<file path="src/rtl/counter_ctrl_if.sv">
// Requester-side command handshake for counter_ctrl: two valid/ready channels
// carrying an op code and a WIDTH-bit argument.
interface counter_ctrl_if #(
    parameter int WIDTH = 5
);
    logic             req0_valid;
    logic [1:0]       req0_op;
    logic [WIDTH-1:0] req0_arg;
    logic             req0_ready;

    logic             req1_valid;
    logic [1:0]       req1_op;
    logic [WIDTH-1:0] req1_arg;
    logic             req1_ready;

    modport master (
        output req0_valid, req0_op, req0_arg,
        output req1_valid, req1_op, req1_arg,
        input  req0_ready, req1_ready
    );

    modport slave (
        input  req0_valid, req0_op, req0_arg,
        input  req1_valid, req1_op, req1_arg,
        output req0_ready, req1_ready
    );
endinterface

</file>
<file path="src/rtl/counter_ctrl.sv">
// Two-requester command scheduler driving a saturating up/down counter.
// Optional macro CNT_CTRL_PRIO_EN: fixed priority (req0 wins) instead of round-robin.
module counter_ctrl #(
    parameter int WIDTH  = 5,
    parameter int STEP_W = 5
) (
    input  logic             CLK,
    input  logic             RST,
    counter_ctrl_if.slave    req,
    output logic             busy,
    output logic             done,
    output logic             done_id,
    output logic             done_sat,
    output logic [WIDTH-1:0] cnt_IN,
    output logic             cnt_Load,
    output logic             cnt_Up,
    output logic             cnt_Down,
    input  logic             cnt_High,
    input  logic             cnt_Low
);
    localparam logic [1:0] OP_LOAD  = 2'b00;
    localparam logic [1:0] OP_UP    = 2'b01;
    localparam logic [1:0] OP_DOWN  = 2'b10;
    localparam logic [1:0] OP_CLEAR = 2'b11;

    typedef enum logic [1:0] {IDLE, LOAD, COUNT, DONE} state_t;

    state_t            state, state_nx;
    logic [STEP_W-1:0] rem, rem_nx;
    logic [1:0]        op, op_nx;
    logic [WIDTH-1:0]  arg, arg_nx;
    logic              owner, owner_nx;
    logic              last_grant, last_nx;
    logic              sat_nx;
    logic              gnt0, gnt1, pref0;
    logic [1:0]        sel_op;
    logic [WIDTH-1:0]  sel_arg;
    logic              dir_up;

    // A step is blocked when the counter already sits at the limit in the travel direction.
    function automatic logic step_blocked(input logic up, input logic high, input logic low);
        return up ? high : low;
    endfunction

    always_comb begin
        state_nx = state;
        rem_nx   = rem;
        op_nx    = op;
        arg_nx   = arg;
        owner_nx = owner;
        last_nx  = last_grant;
        sat_nx   = 1'b0;
        gnt0     = 1'b0;
        gnt1     = 1'b0;
        sel_op   = req.req0_op;
        sel_arg  = req.req0_arg;
        dir_up   = (op == OP_UP);
        cnt_Load = 1'b0;
        cnt_Up   = 1'b0;
        cnt_Down = 1'b0;
        cnt_IN   = '0;
`ifdef CNT_CTRL_PRIO_EN
        pref0    = 1'b1;
`else
        pref0    = last_grant;
`endif

        case (state)
            IDLE: begin
                gnt0 = req.req0_valid & (~req.req1_valid | pref0);
                gnt1 = req.req1_valid & ~gnt0;
                if (gnt0 | gnt1) begin
                    sel_op   = gnt1 ? req.req1_op  : req.req0_op;
                    sel_arg  = gnt1 ? req.req1_arg : req.req0_arg;
                    op_nx    = sel_op;
                    owner_nx = gnt1;
                    last_nx  = gnt1;
                    arg_nx   = (sel_op == OP_CLEAR) ? '0 : sel_arg;
                    rem_nx   = '0;
                    if (sel_op == OP_LOAD || sel_op == OP_CLEAR) begin
                        state_nx = LOAD;
                    end else if (sel_arg != '0) begin
                        state_nx = COUNT;
                        rem_nx   = STEP_W'(sel_arg);
                    end else begin
                        state_nx = DONE;
                    end
                end
            end
            LOAD: begin
                cnt_Load = 1'b1;
                cnt_IN   = arg;
                state_nx = DONE;
            end
            COUNT: begin
                if (rem != '0 && !step_blocked(dir_up, cnt_High, cnt_Low)) begin
                    cnt_Up   = dir_up;
                    cnt_Down = ~dir_up;
                    rem_nx   = rem - STEP_W'(1);
                    if (rem == STEP_W'(1)) state_nx = DONE;
                end else begin
                    // Saturated with steps still owed: report it and drop the remainder.
                    sat_nx   = (rem != '0);
                    rem_nx   = '0;
                    state_nx = DONE;
                end
            end
            DONE: begin
                state_nx = IDLE;
            end
            default: begin
                state_nx = IDLE;
            end
        endcase
    end

    assign req.req0_ready = gnt0;
    assign req.req1_ready = gnt1;
    assign busy           = (state != IDLE);

    always_ff @(posedge CLK) begin
        if (!RST) begin
            state      <= IDLE;
            rem        <= '0;
            op         <= '0;
            owner      <= 1'b0;
            last_grant <= 1'b1;
            done       <= 1'b0;
            done_id    <= 1'b0;
            done_sat   <= 1'b0;
        end else begin
            state      <= state_nx;
            rem        <= rem_nx;
            op         <= op_nx;
            owner      <= owner_nx;
            last_grant <= last_nx;
            done       <= (state_nx == DONE);
            done_id    <= (state_nx == DONE) & owner_nx;
            done_sat   <= (state_nx == DONE) & sat_nx;
        end
    end

    always_ff @(posedge CLK) begin
        arg <= arg_nx;
    end
endmodule

</file>
<file path="src/flat_wrapper.sv">
// flat-port wrapper written by rule: the top's interface ports become plain ports
module counter_ctrl_flat 
#(
    parameter int WIDTH  = 5,
    parameter int STEP_W = 5
)
  (CLK, RST, busy, done, done_id, done_sat, cnt_IN, cnt_Load, cnt_Up, cnt_Down, cnt_High, cnt_Low, req_req0_valid, req_req0_op, req_req0_arg, req_req1_valid, req_req1_op, req_req1_arg, req_req0_ready, req_req1_ready);
  counter_ctrl_if #(.WIDTH(WIDTH)) req_i ();
  input  logic CLK;
  input  logic RST;
  output logic busy;
  output logic done;
  output logic done_id;
  output logic done_sat;
  output logic [WIDTH-1:0] cnt_IN;
  output logic cnt_Load;
  output logic cnt_Up;
  output logic cnt_Down;
  input  logic cnt_High;
  input  logic cnt_Low;
  input wire logic [$bits(req_i.req0_valid)-1:0] req_req0_valid;
  input wire logic [$bits(req_i.req0_op)-1:0] req_req0_op;
  input wire logic [$bits(req_i.req0_arg)-1:0] req_req0_arg;
  input wire logic [$bits(req_i.req1_valid)-1:0] req_req1_valid;
  input wire logic [$bits(req_i.req1_op)-1:0] req_req1_op;
  input wire logic [$bits(req_i.req1_arg)-1:0] req_req1_arg;
  output wire logic [$bits(req_i.req0_ready)-1:0] req_req0_ready;
  output wire logic [$bits(req_i.req1_ready)-1:0] req_req1_ready;
  assign req_i.req0_valid = req_req0_valid;
  assign req_i.req0_op = req_req0_op;
  assign req_i.req0_arg = req_req0_arg;
  assign req_i.req1_valid = req_req1_valid;
  assign req_i.req1_op = req_req1_op;
  assign req_i.req1_arg = req_req1_arg;
  assign req_req0_ready = req_i.req0_ready;
  assign req_req1_ready = req_i.req1_ready;
  counter_ctrl #(.WIDTH(WIDTH), .STEP_W(STEP_W)) u_core (.CLK(CLK), .RST(RST), .req(req_i), .busy(busy), .done(done), .done_id(done_id), .done_sat(done_sat), .cnt_IN(cnt_IN), .cnt_Load(cnt_Load), .cnt_Up(cnt_Up), .cnt_Down(cnt_Down), .cnt_High(cnt_High), .cnt_Low(cnt_Low));
endmodule
</file>
<file path="config.mk">
export PLATFORM = sky130hd
export DESIGN_NAME = counter_ctrl_flat
export DESIGN_NICKNAME = d
export VERILOG_FILES = /design/src/rtl/counter_ctrl_if.sv /design/src/rtl/counter_ctrl.sv /design/src/flat_wrapper.sv
export SDC_FILE = /design/constraint.sdc
export NUM_CORES = 1
export LEC_CHECK = 0
export BUFFER_PORTS_ARGS = -buffer_cell sky130_fd_sc_hd__buf_4
export CORE_MARGIN = 4
export CORE_UTILIZATION = 54
export CTS_CLUSTER_DIAMETER = 200
export DETAILED_ROUTE_END_ITERATION = 16
export PLACE_DENSITY = 0.84
export SYNTH_ARGS = -nofsm -noshare
export SYNTH_HDL_FRONTEND = slang
export SYNTH_SLANG_ARGS = --single-unit
</file>
<file path="constraint.sdc">
create_clock -name CLK -period 5.9 [get_ports CLK]
set_clock_uncertainty 0.2 [all_clocks]
set_input_delay 1.18 -clock CLK [delete_from_list [all_inputs] [get_ports CLK]]
set_output_delay 1.18 -clock CLK [all_outputs]
set_load 0.02 [all_outputs]
</file>
==> summary.md, run 1 <==
| Metric | Value |
|---|---|
| Sequential Area | 430 µm² |
| Leakage power | 0.626 nW |
| Clock sink total | 19 |
| Gpl congestion | 0.886 |
| DP Cell Count | 181 |
| # diodes | 0 |
| Sequential share of the synthesized area | 0.368 |
| Post-CTS setup buffers | 0 |
| XOR/XNOR Fraction of Synth Area | 0 |
| Fillers | 168 |
| DIE AREA | 2980 µm² |
| Synth-to-layout area growth | 25.1% |
| Fin crit period | 3570 ps |
| Gr ovfl total | 0 |
| First-pass GRT wire length | 4330 µm |
| Clock buffer depth | 2 |
| Num ports | 34 |
| Post-synth top area share | 0.239 |
| Final-stage net count | 186 |
| HPWL Detailed | 2340 µm |
| Pin count of the biggest net entering global routing | 13 |
| DRT iter0 DRCs | 41 |
| Class of the most critical setup path | input pin to primary output |
| Period utilization | 0.605 |
| Mean Syn Cell Area | 9.52 µm² |
| Crit. Startpoint | req_req1_valid |
| Core area | 2000 µm² |
| Hold wc startpoint | u_core.op[1] |
| Post-detailed-route count of antenna-violating nets | 0 |
| Final Cell Area | 1470 µm² |
| Data required time of the worst path | 4520 ps |
| YS warnings | 0 |
| Maximum Capacitance Violations | 0 |
| CTS tree | yes |
| Adder-Cell Fraction of Synth Area | 0.0748 |
| GRT Util Overall | 0.204 |
| Pwr Density | 456 nW/µm² |
| Clock latency on the worst-skew pair | 300 ps |
| FF-to-FF Start | u_core.last_grant |
| F_max | 0.280 GHz |
| DP Area | 1440 µm² |
| Cells along the critical path | buf_4 > a21boi_2 > and2_2 > buf_4 |
| DIE HEIGHT | 54.6 µm |
| Max-slew violation count | 0 |
| Root buffer cell | clkbuf_4 |
| Initial Utilization | 0.585 |
| 1st-pass router iterations | 4 |
| Residual DRC | 0 |
| H-tree depth | 1 |
| Final WL | 2880 µm |
| CP max stage delay | 510 ps |
| Critical Path AT | 2190 ps |
| Cell family with the largest share of critical-path delay | compound AO/OA/AOI/OAI gates |
| Largest family of logic cells by synthesized area | compound AO/OA/AOI/OAI gates |
| Vias post-DR | 1,091 |
| CP bufs+invs | 2 |
| Pwr Total | 0.668 mW |
| Status | complete, no violations |
| Antenna violations before repair | 0 |
| Number of cell rows | 16 |
| Mux cell area share after synthesis | 0.0791 |
| Largest vdd supply drop | 0.000380 V |
| Simple-gate share of the synthesized area | 0.200 |
| Slew @ Worst Pin | 599 ps |
| Post-CTS resize count | 0 |
| Final hold vios | 0 |
| Async SR Flop Fraction | 0 |
| Share of post-route cells with drive strength above 1 | 0.316 |
| Inserted Clock Buffers | 3 |
| Syn Inst Count | 123 |
| Number of synthesized flops with an enable pin | 5 |
| Crit end category | primary output |
| Multi-input gate area | 688 µm² |
| Yosys cell types | 46 |
| Clock slew at reported path FFs | 100 ps |
| Leading area contributor after synthesis | dfxtp_1 |
| Ys flop type | dfxtp_1 |
| Syn nets | 150 |
| Setup violators final | 0 |
| IO Port Bufs | 33 |
| Rel. slew slack | 0.598 |
| Via density | 5.90 |
| FF+latch count, synth | 19 |
| Worst min-delay path category | flip-flop to flip-flop |
| Vias in the first global route | 980 |
| Setup_tns | 0 ps |
| Syn Std Cell Area | 1170 µm² |
| Crit path top cell by count | buf_4 |
| Synth Area in Compound Gates | 0.234 |
| Synth area leaders | dfxtp_1, edfxtp_1, ha_1, mux2i_1, nor2_1 |
| Hold buffer count at CTS | 0 |
| Die width | 54.6 µm |
| Routed length per instance | 15.5 µm |
| Crit path max fanout | 11 |
| Slowest cell on the critical path | a21boi_2 |
| Crit start category | input pin |
| RSZ-0062 raised after global routing | no |
| Post-route insts no fill | 185 |
## layout by cell type, fill, tap and decap left out, types with 2 or more instances in the layout
master / n
a211oi_1: 2
ha_1: 7
clkbuf_4: 3
inv_1: 9
dfxtp_1: 14
a21oi_1: 6
nand2_1: 3
mux2i_1: 7
mux2_2: 2
o221a_2: 2
and2_1: 5
or4_1: 3
edfxtp_1: 5
a32o_1: 2
a31oi_1: 2
o31ai_1: 2
buf_4: 33
nor2_1: 15
o21ai_0: 6
nor3_1: 2
nand2b_1: 2
## final timing paths
path | end | slack [ps] | cells past startpoint
setup / recovery | req_req1_ready | 2330 | 4
hold / removal | u_core.op[1] | 350 | 2
setup reg to reg | u_core.done_id | 3250 | 7
hold reg to reg | u_core.op[1] | 350 | 2
## cells in the mapped netlist, types with 2 or more instances
cell	number
a211oi_1	2
a21oi_1	6
a31oi_1	2
a32o_1	2
and2_1	5
dfxtp_1	14
edfxtp_1	5
ha_1	7
inv_1	9
mux2_2	2
mux2i_1	7
nand2_1	3
nand2b_1	2
nor2_1	15
nor3_1	2
o21ai_0	6
o221a_2	2
o31ai_1	2
or4_1	3
## stage by stage
step	setup slack, ps	util	hold slack, ps
floorplan	2800	-	275
CTS	2330	0.732	353
finish	2330	0.732	350
detailed placement	2300	0.718	330
global route	2260	0.732	376
global placement	2380	0.718	305
## where the power goes
part	switching (mW)	internal, mW	total (mW)
Sequential	0.0303	0.182	0.212
Combinational	0.225	0.165	0.391
Clock	0.0398	0.0253	0.0650
Total	0.295	0.373	0.668
## logic make-up after synthesis
logic type      after synthesis
simple gates                 41
mux                           9
flops                        19
buf+inv                      12
compound gates               35
fa+ha+maj                     7
## flip-flops by register name, indices dropped and copies added, names as in the netlist
register           count
u_core.owner           1
u_core.state           2
u_core.done_sat        1
u_core.rem             5
u_core.done_id         1
u_core.arg             5
u_core.last_grant      1
u_core.done            1
u_core.op              2
## final cells by class
type,instances,share of cell area
clock buffer,3,0.0154
multi-input combinational,92,0.470
tap,27,0.0231
sequential,19,0.294
timing repair buffer,33,0.169
inverter,10,0.0256
clock inverter,1,0.00342
## per-layer routing
| layer | vias to the layer above | GRT usage | share of wire |
|---|---|---|---|
| met4 | 0 | 0.0747 | 0.0087 |
| met3 | 4 | 0.0272 | 0.086 |
| li1 | 533 | - | - |
| met1 | 512 | 0.248 | 0.42 |
| met5 | - | 0 | 0 |
| met2 | 42 | 0.361 | 0.48 |
## worst min-delay path, cell delays in order, from the launching register on
cell,delay [ps]
dfxtp_1,340
mux2i_1,120
nor2_1,50
Power figures use the tool's default switching activity.
==> inputs of run 2 (changes only) <==
Settings changed: CORE_UTILIZATION 54 to 46, PLACE_DENSITY 0.84 to 0.76.
Clock period 5.9 ns to 3.2 ns, I/O delays scaled along.
==> summary.md, run 2 (synthesis gave the netlist of run 1 again) <==
| Metric | Value |
|---|---|
| Status | complete, no violations |
| Clock buffer depth | 2 (unchanged) |
| Worst min-delay path category | input pin to flip-flop |
| # diodes | 0 (unchanged) |
| First-pass GRT wire length | 4630 µm (+7.0%) |
| CTS tree | yes |
| Sequential Area | 430 µm² (unchanged) |
| Routed length per instance | 15.4 µm (-0.99%) |
| Hold wc startpoint | RST |
| IO Port Bufs | 33 (unchanged) |
| Antenna violations before repair | 0 (unchanged) |
| Final Cell Area | 1480 µm² (+0.77%) |
| Pin count of the biggest net entering global routing | 13 (unchanged) |
| HPWL Detailed | 2270 µm (-3.0%) |
| CP bufs+invs | 2 (unchanged) |
| Cell family with the largest share of critical-path delay | simple AND/OR/NAND/NOR gates |
| DIE HEIGHT | 58.5 µm (+7.1%) |
| Setup violators final | 0 (unchanged) |
| Busiest grt layer | met2 |
| CP max stage delay | 500 ps (about the same) |
| Crit start category | flip-flop |
| Data required time of the worst path | 2360 ps (-2160 ps) |
| Final WL | 2910 µm (+1.1%) |
| Rel. slew slack | 0.688 (+0.0900) |
| FF-to-FF Start | u_core.last_grant |
| Largest regs | u_core.arg (5), u_core.rem (5) |
| Die width | 58.5 µm (+7.1%) |
| Post-detailed-route count of antenna-violating nets | 0 (unchanged) |
| Pwr Density | 840 nW/µm² (+84%) |
| Core area | 2450 µm² (+23%) |
| Fin crit period | 2660 ps |
| Post-layout util | 0.601 (-0.130) |
| Fillers | 236 (+40%) |
| Met1 Track Usage GR | 0.238 (-0.0105) |
| Critical Path AT | 1820 ps (-370 ps) |
| Gpl congestion | 0.800 (-9.7%) |
| Gr ovfl total | 0 (unchanged) |
| GRT Util Overall | 0.175 (-0.0286) |
| DP Area | 1450 µm² (+0.78%) |
| Class of the most critical setup path | flip-flop to primary output |
| Initial Utilization | 0.477 (-0.108) |
| Pwr Total | 1.24 mW (+86%) |
| Root buffer cell | clkbuf_4 |
| Clock latency on the worst-skew pair | 300 ps (about the same) |
| Max-slew violation count | 0 (unchanged) |
| Leakage power | 0.632 nW (+0.81%) |
| Crit path max fanout | 5 (-6) |
| Num ports | 34 (unchanged) |
| Cells along the critical path | inv_1 > ha_1 > or4b_4 > nand2_1 > nor3_1 > buf_4 |
| Crit. Startpoint | u_core.rem[0] |
| Vias post-DR | 1,085 (-0.55%) |
| H-tree depth | 1 (unchanged) |
| Post-CTS resize count | 0 (unchanged) |
| Inserted Clock Buffers | 3 (unchanged) |
| WHS | 354 ps (+3.98 ps) |
| Maximum Capacitance Violations | 0 (unchanged) |
| Multi-input gate area | 688 µm² (unchanged) |
| Crit end category | primary output |
| DIE AREA | 3420 µm² (+15%) |
| M3 GR Usage | 0.0307 (+0.00345) |
| Hold buffer count at CTS | 0 (unchanged) |
| Residual DRC | 0 (unchanged) |
| Clock slew at reported path FFs | 110 ps (about the same) |
| Share of post-route cells with drive strength above 1 | 0.321 (+0.00430) |
| Setup_tns | 0 ps (unchanged) |
| Via density | 5.74 (-2.7%) |
| Synth-to-layout area growth | 26.1% |
| Clock sink total | 19 (unchanged) |
| Number of cell rows | 18 (+2) |
| Final hold vios | 0 (unchanged) |
| Slew @ Worst Pin | 468 ps (-132 ps) |
| Most common cell after layout, fill and taps aside | buf_4 |
| Period utilization | 0.830 |
| GRT met2 Usage | 0.274 (-0.0862) |
| Largest vdd supply drop | 0.000585 V (+54%) |
| Final-stage net count | 187 (+0.54%) |
| RSZ-0062 raised after global routing | no |
| Vias in the first global route | 1,019 (+4.0%) |
| Slowest cell on the critical path | or4b_4 |
| 1st-pass router iterations | 4 (unchanged) |
| DRT iter0 DRCs | 56 (+37%) |
| Most frequent cells in the layout | buf_4, nor2_1, dfxtp_1 |
| Post-CTS setup buffers | 0 (unchanged) |
| F_max | 0.377 GHz |
## run 2: metrics by stage
step	setup WS [ps]	std cells
floorplan	643	123
global placement	569	185
detailed placement	512	185
CTS	544	189
global route	470	189
finish	544	189
## run 2: area by class of cell
cell class / count / area share
multi-input cells: 92 / 0.466
flip-flops and latches: 19 / 0.292
repair buffers: 34 / 0.173
inverters: 10 / 0.0254
well taps: 30 / 0.0254
clock buffers: 3 / 0.0153
clock inverters: 1 / 0.00339
## run 2: worst reg2reg max path: stages, from the launching register on
cell and delay, ps:
dfxtp_1 350, a21boi_2 200, mux2_2 380, ha_1 310, o21ai_0 120, a311oi_2 350
inv_1 110, a211oi_1 200
## run 2: report_power, final
group | leakage [nW] | internal (mW) | switching [mW]
registers | 0.164 | 0.335 | 0.0556
logic | 0.450 | 0.308 | 0.419
clock network | 0.0177 | 0.0466 | 0.0754
total | 0.632 | 0.690 | 0.550
## run 2: path summary, 6_finish.rpt
kind / to / slack (ps) / depth (start not counted)
setup / recovery: cnt_Down / 540 / 6
hold / removal: u_core.last_grant / 350 / 2
setup reg to reg: u_core.done_id / 920 / 7
hold reg to reg: u_core.last_grant / 370 / 2
## run 2: per-layer routing
metal	vias up	part of all wire
met5	-	0
met3	7	0.085
met4	0	0.018
li1	531	-
met2	53	0.45
met1	494	0.45
